$ cat src/rtl/hybrid_adder8_pkg.sv
// hybrid_adder8_pkg
// Purpose: shared constants for the hybrid 8-bit adder slice.
// Contents: WIDTH, the fixed datapath width of the adder.
package hybrid_adder8_pkg;

  localparam int WIDTH = 8;

endpackage : hybrid_adder8_pkg

$ cat src/rtl/hybrid_adder8_cla4.sv
// cla4
// Purpose: 4-bit carry-lookahead group covering bits 5:2 of the hybrid adder.
//          Every internal carry and the group carry-out are two-level
//          sum-of-products of the local generate/propagate terms and c2, so
//          the carry delay through this group does not grow with position.
// Ports:
//   X, Y   - addend bits 5:2 (local index 0 corresponds to adder bit 2)
//   c2     - carry into bit 2
//   S      - sum bits 5:2
//   c6     - carry out of bit 5
module cla4 (
  input  logic [3:0] X,
  input  logic [3:0] Y,
  input  logic       c2,
  output logic [3:0] S,
  output logic       c6
);

  wire [3:0] w_g;
  wire [3:0] w_p;
  wire [3:0] w_s;
  // w_c[k] is the carry into local bit k (adder bit k+2)
  wire [3:0] w_c;
  wire       w_c6;

  assign w_c[0] = c2;

  // Per-bit generate, propagate and sum
  genvar gi;
  generate
    for (gi = 0; gi < 4; gi++) begin : g_bit
      and u_g (w_g[gi], X[gi], Y[gi]);
      xor u_p (w_p[gi], X[gi], Y[gi]);
      xor u_s (w_s[gi], w_p[gi], w_c[gi]);
    end
  endgenerate

  // c3 = g2 | p2.c2
  wire w_c3_t0;
  and u_c3_a0 (w_c3_t0, w_p[0], c2);
  or  u_c3_o  (w_c[1], w_g[0], w_c3_t0);

  // c4 = g3 | p3.g2 | p3.p2.c2
  wire w_c4_t0, w_c4_t1;
  and u_c4_a0 (w_c4_t0, w_p[1], w_g[0]);
  and u_c4_a1 (w_c4_t1, w_p[1], w_p[0], c2);
  or  u_c4_o  (w_c[2], w_g[1], w_c4_t0, w_c4_t1);

  // c5 = g4 | p4.g3 | p4.p3.g2 | p4.p3.p2.c2
  wire w_c5_t0, w_c5_t1, w_c5_t2;
  and u_c5_a0 (w_c5_t0, w_p[2], w_g[1]);
  and u_c5_a1 (w_c5_t1, w_p[2], w_p[1], w_g[0]);
  and u_c5_a2 (w_c5_t2, w_p[2], w_p[1], w_p[0], c2);
  or  u_c5_o  (w_c[3], w_g[2], w_c5_t0, w_c5_t1, w_c5_t2);

  // c6 = g5 | p5.g4 | p5.p4.g3 | p5.p4.p3.g2 | p5.p4.p3.p2.c2
  wire w_c6_t0, w_c6_t1, w_c6_t2, w_c6_t3;
  and u_c6_a0 (w_c6_t0, w_p[3], w_g[2]);
  and u_c6_a1 (w_c6_t1, w_p[3], w_p[2], w_g[1]);
  and u_c6_a2 (w_c6_t2, w_p[3], w_p[2], w_p[1], w_g[0]);
  and u_c6_a3 (w_c6_t3, w_p[3], w_p[2], w_p[1], w_p[0], c2);
  or  u_c6_o  (w_c6, w_g[3], w_c6_t0, w_c6_t1, w_c6_t2, w_c6_t3);

  assign S  = w_s;
  assign c6 = w_c6;

endmodule : cla4

$ cat src/rtl/hybrid_adder8_full_adder.sv
// full_adder
// Purpose: one-bit gate-level full adder used for the ripple segments.
// Ports:
//   a, b   - addend bits
//   cin    - carry in
//   s      - sum bit, a ^ b ^ cin
//   cout   - carry out, a&b | (a^b)&cin
module full_adder (
  input  logic a,
  input  logic b,
  input  logic cin,
  output logic s,
  output logic cout
);

  wire w_p;
  wire w_g;
  wire w_pc;
  wire w_s;
  wire w_cout;

  xor u_xor_p  (w_p, a, b);
  xor u_xor_s  (w_s, w_p, cin);
  and u_and_g  (w_g, a, b);
  and u_and_pc (w_pc, w_p, cin);
  or  u_or_c   (w_cout, w_g, w_pc);

  assign s    = w_s;
  assign cout = w_cout;

endmodule : full_adder

$ cat src/rtl/hybrid_adder8.sv
// hybrid_adder8
// Purpose: 8-bit adder with a ripple / lookahead / ripple carry chain
//          (bits 1:0 ripple, 5:2 lookahead, 7:6 ripple) plus a registered
//          copy of the result for pipelined consumers.
// Ports (positional order is fixed; legacy users pass only the first five):
//   S     - combinational sum X+Y+C0, bits 7:0
//   C8    - combinational carry out of bit 7
//   X, Y  - addends
//   C0    - carry into bit 0
//   clk   - clock for the output register only
//   rst   - synchronous active-high reset, clears S_r/C8_r only
//   S_r   - S captured at the last rising clk edge
//   C8_r  - C8 captured at the last rising clk edge
module hybrid_adder8
  import hybrid_adder8_pkg::*;
(
  output logic [WIDTH-1:0] S,
  output logic             C8,
  input  logic [WIDTH-1:0] X,
  input  logic [WIDTH-1:0] Y,
  input  logic             C0,
  input  logic             clk,
  input  logic             rst,
  output logic [WIDTH-1:0] S_r,
  output logic             C8_r
);

  wire [WIDTH-1:0] w_sum;
  wire             w_c1;
  wire             w_c2;
  wire             w_c6;
  wire             w_c7;
  wire             w_c8;

  logic [WIDTH-1:0] r_sum;
  logic             r_c8;

  // Low ripple segment: bits 1:0
  full_adder u_fa0 (.a(X[0]), .b(Y[0]), .cin(C0),   .s(w_sum[0]), .cout(w_c1));
  full_adder u_fa1 (.a(X[1]), .b(Y[1]), .cin(w_c1), .s(w_sum[1]), .cout(w_c2));

  // Lookahead segment: bits 5:2
  cla4 u_cla (
    .X  (X[5:2]),
    .Y  (Y[5:2]),
    .c2 (w_c2),
    .S  (w_sum[5:2]),
    .c6 (w_c6)
  );

  // High ripple segment: bits 7:6
  full_adder u_fa6 (.a(X[6]), .b(Y[6]), .cin(w_c6), .s(w_sum[6]), .cout(w_c7));
  full_adder u_fa7 (.a(X[7]), .b(Y[7]), .cin(w_c7), .s(w_sum[7]), .cout(w_c8));

  assign S  = w_sum;
  assign C8 = w_c8;

  // Output register: capture the combinational result, reset wins
  always_ff @(posedge clk) begin
    if (rst) begin
      r_sum <= {WIDTH{1'b0}};
      r_c8  <= 1'b0;
    end else begin
      r_sum <= w_sum;
      r_c8  <= w_c8;
    end
  end

  assign S_r  = r_sum;
  assign C8_r = r_c8;

endmodule : hybrid_adder8

$ cat config.mk
export PLATFORM = sky130hd
export DESIGN_NAME = hybrid_adder8
export DESIGN_NICKNAME = d
export VERILOG_FILES = /design/src/rtl/hybrid_adder8_pkg.sv /design/src/rtl/hybrid_adder8_cla4.sv /design/src/rtl/hybrid_adder8_full_adder.sv /design/src/rtl/hybrid_adder8.sv
export SDC_FILE = /design/constraint.sdc
export NUM_CORES = 1
export LEC_CHECK = 0
export ABC_CLOCK_PERIOD_IN_PS = 5000
export CELL_PAD_IN_SITES_DETAIL_PLACEMENT = 1
export CELL_PAD_IN_SITES_GLOBAL_PLACEMENT = 2
export CORE_MARGIN = 4
export CORE_UTILIZATION = 18
export DETAILED_ROUTE_END_ITERATION = 16
export GPL_ROUTABILITY_DRIVEN = 0
export GPL_TIMING_DRIVEN = 1
export PLACE_DENSITY_LB_ADDON = 0.1
export SLEW_MARGIN = 20
export SYNTH_ARGS = -nofsm -noshare
export SYNTH_HDL_FRONTEND = slang
export SYNTH_SLANG_ARGS = --single-unit
$ cat constraint.sdc
create_clock -name clk -period 5 [get_ports clk]
set_input_delay 1.25 -clock clk [delete_from_list [all_inputs] [get_ports clk]]
set_output_delay 1.25 -clock clk [all_outputs]
set_load 0.1 [all_outputs]
# After elaboration in Yosys (flattened, before gate mapping)

Index checks and enable logic that the tools add are counted.

Add/subtract/negate cells: 0
$mul: 0
Div/mod/pow operators: 0
$lt $le $gt $ge: 0
Equality and inequality tests: 0
Shifts and indexed selects: 0
Mux-type cells: 0
Bitwise gates (word level): 37
Reduce and logical (&&, ||, !) cells: 9

Operators by type and width:

| kind                | number |
|---|---|
| 1-bit AND           | 16 |
| 1-bit bitwise XOR   | 16 |
| 3-bit AND reduction | 3 |
| 4-bit AND reduction | 2 |
| 1-bit bitwise OR    | 5 |
| 5-bit AND reduction | 1 |
| 5-bit OR reduction  | 1 |
| 4-bit OR reduction  | 1 |
| 3-bit OR reduction  | 1 |

Register bits after elaboration: 9
Latch bits: 0
Bits in writable memories: 0
Bits in read-only memories: 0
Input bits: 19
Output and inout port bits: 18
Logic and storage cells: 48
Memories: 0

# Logic depth before layout (Yosys ltp)

Gate-level depths: netlist of run 1.

Word-level depth: 11
Gate-level depth with buffers: 12
Mapped depth without buffers: 11

# Modules after synthesis

From an unflattened synthesis of run 1, not the netlist that was laid out.

Cell total of the unflattened synthesis: 37
Area, all modules: 460.4 um^2

By module, submodules not included:

| module        | instances | cells an instance | area an instance (um^2) | sequential area each (um^2) |
|---|---|---|---|---|
| hybrid_adder8 | 1         | 18                | 236.5                   | 180.2 |
| cla4          | 1         | 15                | 143.9                   | 0.0 |
| full_adder    | 4         | 1                 | 20.0                    | 0.0 |

# Least setup slack after synthesis of run 1

OpenSTA, ideal clock, no wires.

Path type: input port to output port
Start: in X[0]
End: out S[3]
Data arrival time: 3,776 ps
Required time: 3,750 ps
Setup slack: -26 ps
Cell stages on the path: 6
Buffers on the path: 0
Cell sequence: inv_1 > fa_1 > inv_1 > fa_1 > fa_1 > xor2_1

Cells in the longest elaborated chain, start to end: 8
Elaborated cells on any way between the ends: 9
Those cells by class: bitwise (9)

RTL lines:

| element             | RTL line                       | source |
|---|---|---|
| start, declared     | hybrid_adder8.sv:19            | `input logic [WIDTH-1:0] X,` |
| 1-bit bitwise XOR   | hybrid_adder8_full_adder.sv:22 | `xor u_xor_p (w_p, a, b);` |
| 1-bit AND           | hybrid_adder8_full_adder.sv:25 | `and u_and_pc (w_pc, w_p, cin);` |
| 1-bit bitwise OR *  | hybrid_adder8_full_adder.sv:26 | `or u_or_c (w_cout, w_g, w_pc);` |
| 1-bit AND *         | hybrid_adder8_full_adder.sv:25 |  |
| 1-bit bitwise OR *  | hybrid_adder8_full_adder.sv:26 |  |
| 1-bit AND *         | hybrid_adder8_cla4.sv:40       | `and u_c3_a0 (w_c3_t0, w_p[0], c2);` |
| 1-bit bitwise OR *  | hybrid_adder8_cla4.sv:41       | `or u_c3_o (w_c[1], w_g[0], w_c3_t0);` |
| 1-bit bitwise XOR * | hybrid_adder8_cla4.sv:34       | `xor u_s (w_s[gi], w_p[gi], w_c[gi]);` |
| end, declared       | hybrid_adder8.sv:17            | `output logic [WIDTH-1:0] S,` |

Every way passes the cells marked *; elsewhere a longest branch is shown, timed or not.

# Worst setup path in the final report of run 1

Start: in Y[1]
End: out S[7]

Cells in the longest elaborated chain, start to end: 8
Elaborated cells on any way between the ends: 9
Those cells by class: bitwise (7); reduce/logical (2)

RTL lines:

| element               | RTL line                       | source |
|---|---|---|
| start, declared       | hybrid_adder8.sv:20            | `input logic [WIDTH-1:0] Y,` |
| 1-bit bitwise XOR     | hybrid_adder8_full_adder.sv:22 |  |
| 1-bit AND             | hybrid_adder8_full_adder.sv:25 |  |
| 1-bit bitwise OR *    | hybrid_adder8_full_adder.sv:26 |  |
| 5-bit AND reduction * | hybrid_adder8_cla4.sv:61       | `and u_c6_a3 (w_c6_t3, w_p[3], w_p[2], w_p[1], w_p[0], c2);` |
| 5-bit OR reduction *  | hybrid_adder8_cla4.sv:62       | `or u_c6_o (w_c6, w_g[3], w_c6_t0, w_c6_t1, w_c6_t2, w_c6_t3);` |
| 1-bit AND *           | hybrid_adder8_full_adder.sv:25 |  |
| 1-bit bitwise OR *    | hybrid_adder8_full_adder.sv:26 |  |
| 1-bit bitwise XOR *   | hybrid_adder8_full_adder.sv:23 | `xor u_xor_s (w_s, w_p, cin);` |

Marked as above.

==> results of run 1 <==
layout by cell type, fill, tap and decap left out, drive strengths merged, types with 2 or more instances in the layout:
master | Yosys | final
a211oi | 2 | 2
a21o | 2 | 2
buf | 4 | 14
clkbuf | 0 | 4
clkdlybuf4s15 | 0 | 3
clkdlybuf4s50 | 0 | 23
dfxtp | 9 | 9
fa | 5 | 5
ha | 4 | 4
inv | 11 | 11
nor2 | 5 | 5
nor2b | 3 | 3
critical path, stage by stage:
cell	delay, ns
clkdlybuf4s50_1	0.44
fa_2	0.37
a21o_1	0.20
a22oi_4	0.16
nand2b_1	0.09
fa_2	0.34
inv_2	0.07
fa_1	0.44
inv_2	0.09
buf_12	0.17
timing repair:
action                                  4_1_cts  5_1_grt
setup buffers                                 1        1
endpoints found under the setup margin        1        1
gates resized for setup                      13        3
hold endpoints to repair                      0        0
pin swaps                                     6        6
final cells by class:
class	count	area (µm²)
Fill cell	325	1780
Timing Repair Buffer	41	465
Multi-Input combinational cell	30	317
Sequential cell	9	180
Inverter	11	41.3
Tap cell	31	38.8
Clock buffer	4	26.3
where the power goes:
part | total [W] | switching, W | internal (W)
Combinational | 0.000300 | 0.000205 | 0.0000951
Clock | 0.0000530 | 0.0000225 | 0.0000306
Sequential | 0.0000825 | 0.00000204 | 0.0000805
Total | 0.000435 | 0.000229 | 0.000206
worst paths after layout:
kind,from,end,slack [ns]
worst max-delay path,Y[1],S[7],0.14
worst min-delay path,X[1],S_r[1],1.49
stage by stage:
stage,worst slack (ns),instances,util
2_1_floorplan,0.210,54,-
3_3_place_gp,-0.225,120,0.357
3_5_place_dp,-0.270,120,0.357
4_1_cts,0.000832,125,0.371
5_1_grt,0.0138,126,0.375
6_report,0.138,126,0.375
logic make-up (layout without fill, tap and decap cells):
group / Yosys count / in the layout / share of synthesized area
AO/OA/AOI/OAI: 8 / 8 / 0.147
AND/OR/NAND/NOR: 12 / 12 / 0.111
XOR/XNOR: 1 / 1 / 0.0158
flip-flops: 9 / 9 / 0.326
adder cells (fa/ha/maj): 9 / 9 / 0.272
buffers and inverters: 15 / 56 / 0.129
cell usage after synthesis (all sizes together):
cell and n:
a21o 2, ha 4, nor3 1, o31a 1, o21ai 1, fa 5, dfxtp 9, o311a 1
and3 1, nor2 5, nand2b 1, a211oi 2, and2 1, nor2b 3, buf 4, xor2 1
a22oi 1, inv 11
sequential cells by signal, indices dropped and copies added (netlist names):
| signal | cells |
|---|---|
| S_r | 8 |
| C8_r | 1 |
per-layer routing:
layer | part of all wire | GRT usage | vias to the layer above
met4 | 0.0064 | 0.0243 | 0
met3 | 0.067 | 0.0266 | 2
met5 | 0 | 0 | -
met2 | 0.53 | 0.134 | 17
met1 | 0.39 | 0.0898 | 225
li1 | - | - | 249
==> results.md, run 1 <==
- Status: complete, no violations
- CTS HTree Levels: 1
- Die boundary width: 63.4 µm
- Post-Syn Nets: 82
- Endpoint type of the worst setup path: output port
- Total Power: 0.000435 W
- Antenna cells: 0
- Final Cycle Share: 0.972
- Hold Buf Count CTS: 0
- Number of nets in the layout: about 120
- CTS tree: built
- WP data arrival: approximately 3.6 ns
- Slew headroom: 0.348
- Max Cap Viol: 0
- Die extent in y: 63.4 µm
- Post-Syn Area per Cell: 10.2 µm²
- Row count: 19
- Clk slew on worst S/H paths: roughly 0.060 ns
- Post-route ant nets: 0
- Initial DRT Pass Iterations: 2
- Synth Register Bits: 9
- Number of global-route vias before repair: approximately 550
- Layout cell share with drive strength beyond 1: 0.316
- TritonCTS buffer count: 3
- First-pass GRT wire length: 2.47 mm
- Mapped Area: 553 µm²
- Worst min path class: in2reg
- WL/cell: 11.2 µm
- CTS root buf: clkbuf_4
- Gr usage total: 0.0779
- Largest net degree at the start of global routing: 9
- Yosys cell types: 19
- Placed instance area: 1020 µm²
- Hold path depth: 3
- Final WL: 1.41 mm
- DR vias/cell: 3.91
- Worst endpoint required time: ~3.8 ns
- RSZ-0062 raised after global routing: no
- Initial core utilization: 0.194
- Synth top area share: 0.326
- Critical Path Source Type: input pin
- I/O Pins: 37
- Die area: 4020 µm²
- Setup violators final: 0
- Cells after Synth: 54
- TritonCTS Sinks: 9
- Pwr dens: between 400 and 500 nW/µm²
- Max VDD drop: about 140 µV
- Post-route minimum period: approximately 4.9 ns
- Port buffer count: 36
- Area contributors post-synth: dfxtp_1, fa_1, ha_1
- Vias: 493
- Fmax: 206 MHz
- Fin. Hold Viols: 0
- Design area: 1070 µm²
- Final HPWL from detailed placement: between 1 and 1.5 mm
- P_leak: 0.508 nW
- Critical path class: in2out
- Synth area leader: dfxtp_1
- Antenna violations before repair: 0
- Slew Viols, Final: 0
- CTS Buffer Depth: 2
- Synth warn: 0
- Final sum of negative setup slack: 0 ns
- Number of remaining DRC errors: 0
- Grt ovf: 0
- Critical Path Fanout Max: 2
- DR iter-0 viols: 5
- Worst-Margin Slew: 0.975 ns
- Layout area overhead: 93.2%
- Register area share after synthesis: 0.326
- Core area: 2850 µm²
- Final Hold Slack: 1.49 ns
Note: power is estimated with default switching activity, not from simulation.
==> run 2: changes to the inputs <==
- REMOVE_ABC_BUFFERS: default -> 1
- TNS_END_PERCENT: default -> 30
==> run 2 against run 1 <==
Final cell count is 1.6% lower. Critical path depth stayed put. Sequential share of layout area increased by 0.36 points. Fmax shrank 0.54%. Critical path type unchanged. Largest cell class unchanged. Largest power group unchanged.
==> results.md, run 2 (synthesis gave the netlist of run 1 again) <==
- Status: complete, no violations (unchanged)
- Vias: 497 (was 493)
- Die area: 4020 µm² (unchanged)
- Antenna violations before repair: 0 (unchanged)
- Gr usage total: 0.0744 (was 0.0779)
- Inst Count DP: 119 (was 120)
- Design area: 1050 µm² (was 1070 µm²)
- Max Cap Viol: 0 (unchanged)
- Number of flip-flops in the largest register: 8 (unchanged)
- CP bufs+invs: 4 (unchanged)
- Final core utilization: 0.367 (was 0.375)
- Delay-heaviest family, CP: adder cells (unchanged)
- Slew headroom: 0.352 (was 0.348)
- Initial DRT Pass Iterations: 2 (unchanged)
- Number of remaining DRC errors: 0 (unchanged)
- Critical Path Source Type: input pin (unchanged)
- Initial core utilization: 0.194 (unchanged)
- P_leak: 0.497 nW (was 0.508 nW)
- Fmax: 205 MHz (was 206 MHz)
- Row count: 19 (unchanged)
- Setup violators final: 0 (unchanged)
- Post-route ant nets: 0 (unchanged)
- CTS Buffer Depth: 2 (unchanged)
- Worst path max stage delay: 0.46 ns (was 0.44 ns)
- CTS tree: built (unchanged)
- DR iter-0 viols: 17 (was 5)
- Critical-path top delay cell: clkdlybuf4s50_1 (unchanged)
- Most common cell after layout, fill and taps aside: clkdlybuf4s50_1 (unchanged)
- CTS root buf: clkbuf_4 (unchanged)
- Fin. Hold Viols: 0 (unchanged)
- Post-route minimum period: 4.89 ns (was 4.86 ns)
- Port buffer count: 36 (unchanged)
- Final HPWL from detailed placement: 1.24 mm (was 1.26 mm)
- Endpoint type of the worst setup path: output port (unchanged)
- Largest net degree at the start of global routing: 9 (unchanged)
- Filler cell count: 328 (was 325)
- Die extent in y: 63.4 µm (unchanged)
- WP data arrival: 3.64 ns (was 3.61 ns)
- Critical Path Fanout Max: 2 (unchanged)
- CTS HTree Levels: 1 (unchanged)
- Most frequent cells in the layout: clkdlybuf4s50_1, dfxtp_1, buf_12 (was clkdlybuf4s50_1, dfxtp_1, buf_12, buf_4, inv_2)
- Max VDD drop: 121 µV (was 145 µV)
- Worst endpoint required time: 3.75 ns (about the same)
- Hold_sp: X[1] (unchanged)
- Clk slew on worst S/H paths: 0.06 ns (about the same)
- Crit path cell chain: clkdlybuf4s50_1, ha_1, a21o_1, a22oi_4, nand2b_1, fa_2, inv_2, fa_1, inv_2, buf_12 (was clkdlybuf4s50_1, fa_2, a21o_1, a22oi_4, nand2b_1, fa_2, inv_2, fa_1, inv_2, buf_12)
- Layout cell share with drive strength beyond 1: 0.290 (was 0.316)
- TritonCTS buffer count: 3 (unchanged)
- WL/cell: 11.2 µm (about the same)
- Number of global-route vias before repair: 516 (was 549)
- Most frequent CP cell: inv_2
- Core area: 2850 µm² (unchanged)
- Antenna cells: 0 (unchanged)
- Slew Viols, Final: 0 (unchanged)
- Pwr dens: 415 nW/µm² (was 407 nW/µm²)
- Placed instance area: 1000 µm² (was 1020 µm²)
- First-pass GRT wire length: 2.41 mm (was 2.47 mm)
- DR vias/cell: 4.01 (was 3.91)
- Final WL: 1.39 mm (was 1.41 mm)
- TritonCTS Sinks: 9 (unchanged)
- Grt ovf: 0 (unchanged)
- Post-Layout Cell Count: 124 (was 126)
- Worst min path class: in2reg (unchanged)
- Number of nets in the layout: 122 (was 124)
- Final Cycle Share: 0.978 (was 0.972)
- Worst-Margin Slew: 0.969 ns (was 0.975 ns)
- RSZ-0062 raised after global routing: no (unchanged)
- Critical path class: in2out (unchanged)
- I/O Pins: 37 (unchanged)
- Die boundary width: 63.4 µm (unchanged)
- CP Launch Point: X[2] (was Y[1])
- Layout area overhead: 89.1% (was 93.2%)
run 2: final cells by class:
class                   count  area [µm²]  share of cell area
well taps                  31        38.8              0.0371
inverters                  11        41.3              0.0395
clock buffers               4        26.3              0.0251
repair buffers             39         450               0.431
flip-flops and latches      9         180               0.172
multi-input cells          30         309               0.295
run 2: layer usage:
| metal | global-route usage | share of wire | vias to the layer above |
|---|---|---|---|
| met4 | 0.0162 | 0.0043 | 0 |
| met1 | 0.0851 | 0.40 | 233 |
| met5 | 0 | 0 | - |
| li1 | - | - | 246 |
| met2 | 0.129 | 0.53 | 16 |
| met3 | 0.0302 | 0.067 | 2 |
run 2: power by group:
part,internal [W],total [W],switching (W)
Sequential,0.0000804,0.0000823,0.00000187
Clock,0.0000307,0.0000545,0.0000238
Combinational,0.0000934,0.000298,0.000204
run 2: stage by stage:
stage | setup TNS (ns) | hold slack (ns) | total power [W] | worst slack (ns)
3_3_place_gp | -0.182 | 1.97 | 0.000380 | -0.182
6_report | 0 | 1.49 | 0.000434 | 0.112
2_1_floorplan | -0.0921 | 1.32 | 0.000287 | -0.0658
4_1_cts | 0 | 1.52 | 0.000440 | 0.00912
3_5_place_dp | -0.236 | 1.99 | 0.000380 | -0.236
5_1_grt | 0 | 1.51 | 0.000455 | 0.00755
run 2: final timing paths:
check                 cells after the start  slack, ns  endpoint
worst min-delay path                      3       1.49    S_r[1]
worst max-delay path                     10       0.11      S[7]
run 2: worst min-delay path: stages:
cell and delay, ns:
dlymetal6s2s_1 0.12, fa_2 0.22, nor2b_1 0.12
run 2: what timing repair did:
item                                    4_1_cts  5_1_grt
endpoints found under the setup margin        1        1
resized for setup                            13        3
buffers inserted                              0        1
hold buffers                                  0        0
pin swaps                                     6        6
gates cloned                                  0        0
==> run 3: changes to the inputs <==
- ABC_CLOCK_PERIOD_IN_PS: 5000 -> 4200
- CORE_UTILIZATION: 18 -> 17
- SETUP_SLACK_MARGIN: default -> 0.15
- SLEW_MARGIN: 20 -> default
- clock period: 5 -> 4.2 ns (I/O delays scaled with it)
==> run 3 against run 2 <==
The flow now finishes with violations (negative setup slack). First-iteration DRC count down 59%. Flip-flop and latch count unchanged. Die area up 5.1%. Count of clock-buffer cells in the layout unchanged. Worst hold slack worse by 0.29 ns. Global-route usage up 1.0 points. Via count up 11%. Final cell count up 23%. Worst setup slack worse by 0.28 ns. Clock power up 20%. Non-clock buffer count up 15. Critical endpoint unchanged. Highest routed layer unchanged.
==> results.md, run 3 (synthesis gave the netlist of run 1 again) <==
- Pwr dens: 451 nW/µm² (was 415 nW/µm²)
- CTS Buffer Depth: 2 (unchanged)
- Slew headroom: 0.339 (was 0.352)
- Final core utilization: 0.399 (was 0.367)
- Setup violators final: 1 (was 0)
- Slew Viols, Final: 0 (unchanged)
- Number of flip-flops in the largest register: 8 (unchanged)
- Gr usage total: 0.0846 (was 0.0744)
- Largest net degree at the start of global routing: 9 (unchanged)
- Die boundary width: 65.0 µm (was 63.4 µm)
- Worst endpoint required time: 3.15 ns (was 3.75 ns)
- End of the critical path: S[7] (unchanged)
- Violated checks: negative setup slack
- Row count: 20 (was 19)
- WL/cell: 10.3 µm (was 11.2 µm)
- CTS root buf: clkbuf_4 (unchanged)
- Antenna violations before repair: 0 (unchanged)
- Die extent in y: 65.0 µm (was 63.4 µm)
- Most frequent cells in the layout: clkdlybuf4s50_1, buf_4, dfxtp_1, buf_12, nor2_1 (was clkdlybuf4s50_1, dfxtp_1, buf_12)
- Filler cell count: 361 (was 328)
- Layout cell share with drive strength beyond 1: 0.444 (was 0.290)
- Pre-CTS WS: -0.711 ns (was -0.236 ns)
- Critical Path Source Type: input pin (unchanged)
- Worst min path class: in2reg (unchanged)
- TritonCTS Sinks: 9 (unchanged)
- Port buffer count: 36 (unchanged)
- Antenna cells: 0 (unchanged)
- P_leak: 0.605 nW (was 0.497 nW)
- Max VDD drop: 142 µV (was 121 µV)
- Final Cycle Share: 1.04
- Endpoint type of the worst setup path: output port (unchanged)
- Vias: 553 (was 497)
- Clk slew on worst S/H paths: 0.06 ns (about the same)
- Crit path cell chain: buf_6, inv_4, fa_2, inv_2, fa_2, a21o_1, a22oi_4, nand2b_1, fa_2, inv_2, fa_2, inv_2, buf_12 (was clkdlybuf4s50_1, ha_1, a21o_1, a22oi_4, nand2b_1, fa_2, inv_2, fa_1, inv_2, buf_12)
- Initial DRT Pass Iterations: 2 (unchanged)
- Post-route minimum period: roughly 4.4 ns
- Number of global-route vias before repair: 622 (was 516)
- Initial core utilization: 0.180 (was 0.194)
- WP data arrival: 3.32 ns (was 3.64 ns)
- Final HPWL from detailed placement: 1.35 mm (was 1.24 mm)
- CTS HTree Levels: 1 (unchanged)
- Worst path max stage delay: 0.44 ns (was 0.46 ns)
- Critical Path Fanout Max: 2 (unchanged)
- CTS tree: built (unchanged)
- DR iter-0 viols: 7 (was 17)
- First-pass GRT wire length: 2.68 mm (was 2.41 mm)
- I/O Pins: 37 (unchanged)
- Number of remaining DRC errors: 0 (unchanged)
- Core area: 3080 µm² (was 2850 µm²)
- Final worst slack: -0.172 ns (was 0.112 ns)
- Critical path class: in2out (unchanged)
- Max Cap Viol: 0 (unchanged)
- CP Launch Point: X[0] (was X[2])
- Grt ovf: 0 (unchanged)
- Post-route ant nets: 0 (unchanged)
- Most frequent CP cell: fa_2 (was inv_2)
- RSZ-0062 raised after global routing: yes (was no)
- Critical-path top delay cell: fa_2 (was clkdlybuf4s50_1)
- Die area: 4230 µm² (was 4020 µm²)
- TritonCTS buffer count: 3 (unchanged)
- Status: finished with violations (was complete, no violations)
- Layout area overhead: 122% (was 89.1%)
- Worst-Margin Slew: 0.988 ns (was 0.969 ns)
- Total Power: 0.000554 W (was 0.000434 W)
- Fmax: between 200 and 250 MHz
- Number of nets in the layout: 137 (was 122)
- DR vias/cell: 3.64 (was 4.01)
- Fin. Hold Viols: 0 (unchanged)
- Final WL: 1.57 mm (was 1.39 mm)
-- run 3: cell type report --
class | instances | area [µm²] | share of cell area
repair buffers | 54 | 593 | 0.483
multi-input cells | 30 | 324 | 0.264
flip-flops and latches | 9 | 180 | 0.147
well taps | 44 | 55.1 | 0.0449
inverters | 11 | 48.8 | 0.0398
clock buffers | 4 | 26.3 | 0.0214
-- run 3: repair_timing --
item / in CTS / in global routing
pin swaps: 8 / 7
endpoints found under the setup margin: 6 / 3
hold buffers: 0 / 0
gates resized for setup: 27 / 6
buffers inserted: 4 / 2
-- run 3: how the worst min path moves through the flow --
stage                     from      to  slack [ns]  cells past startpoint
final                       C0  S_r[0]        1.20                      4
after floorplan            rst    C8_r        1.12                      1
after detailed placement    C0  S_r[0]        1.79                      4
after global placement      C0  S_r[0]        1.79                      4
after CTS                 X[0]  S_r[0]        1.20                      4
after global routing        C0  S_r[0]        1.19                      4
-- run 3: per-layer routing --
layer | track usage | up-vias | wire length (µm)
met5 | 0 | - | 0
met4 | 0.0311 | 0 | 19
met3 | 0.0416 | 4 | 125
met2 | 0.158 | 18 | 846
met1 | 0.0781 | 255 | 576
li1 | - | 276 | -
-- run 3: metrics by stage --
stage / instance area (µm²) / cells / TNS (ns) / hold slack, ns
floorplan: 523 / 50 / -1.32 / 1.12
global placement: 1120 / 142 / -1.35 / 1.79
detailed placement: 1120 / 142 / -1.43 / 1.79
CTS: 1200 / 150 / -0.251 / 1.20
global route: 1230 / 152 / -0.274 / 1.19
finish: 1230 / 152 / -0.172 / 1.20
-- run 3: critical path, delay by kind of cell --
kind,cells,cell delay (ns)
buffers and inverters,6,0.48
AND/OR/NAND/NOR,1,0.10
adder cells (fa/ha/maj),4,1.31
AO/OA/AOI/OAI,2,0.37
-- run 3: where the power goes --
group	total [W]	internal (W)	switching (W)
Clock	0.0000655	0.0000365	0.0000289
Sequential	0.0000983	0.0000958	0.00000246
Combinational	0.000390	0.000139	0.000252
Total	0.000554	0.000271	0.000283
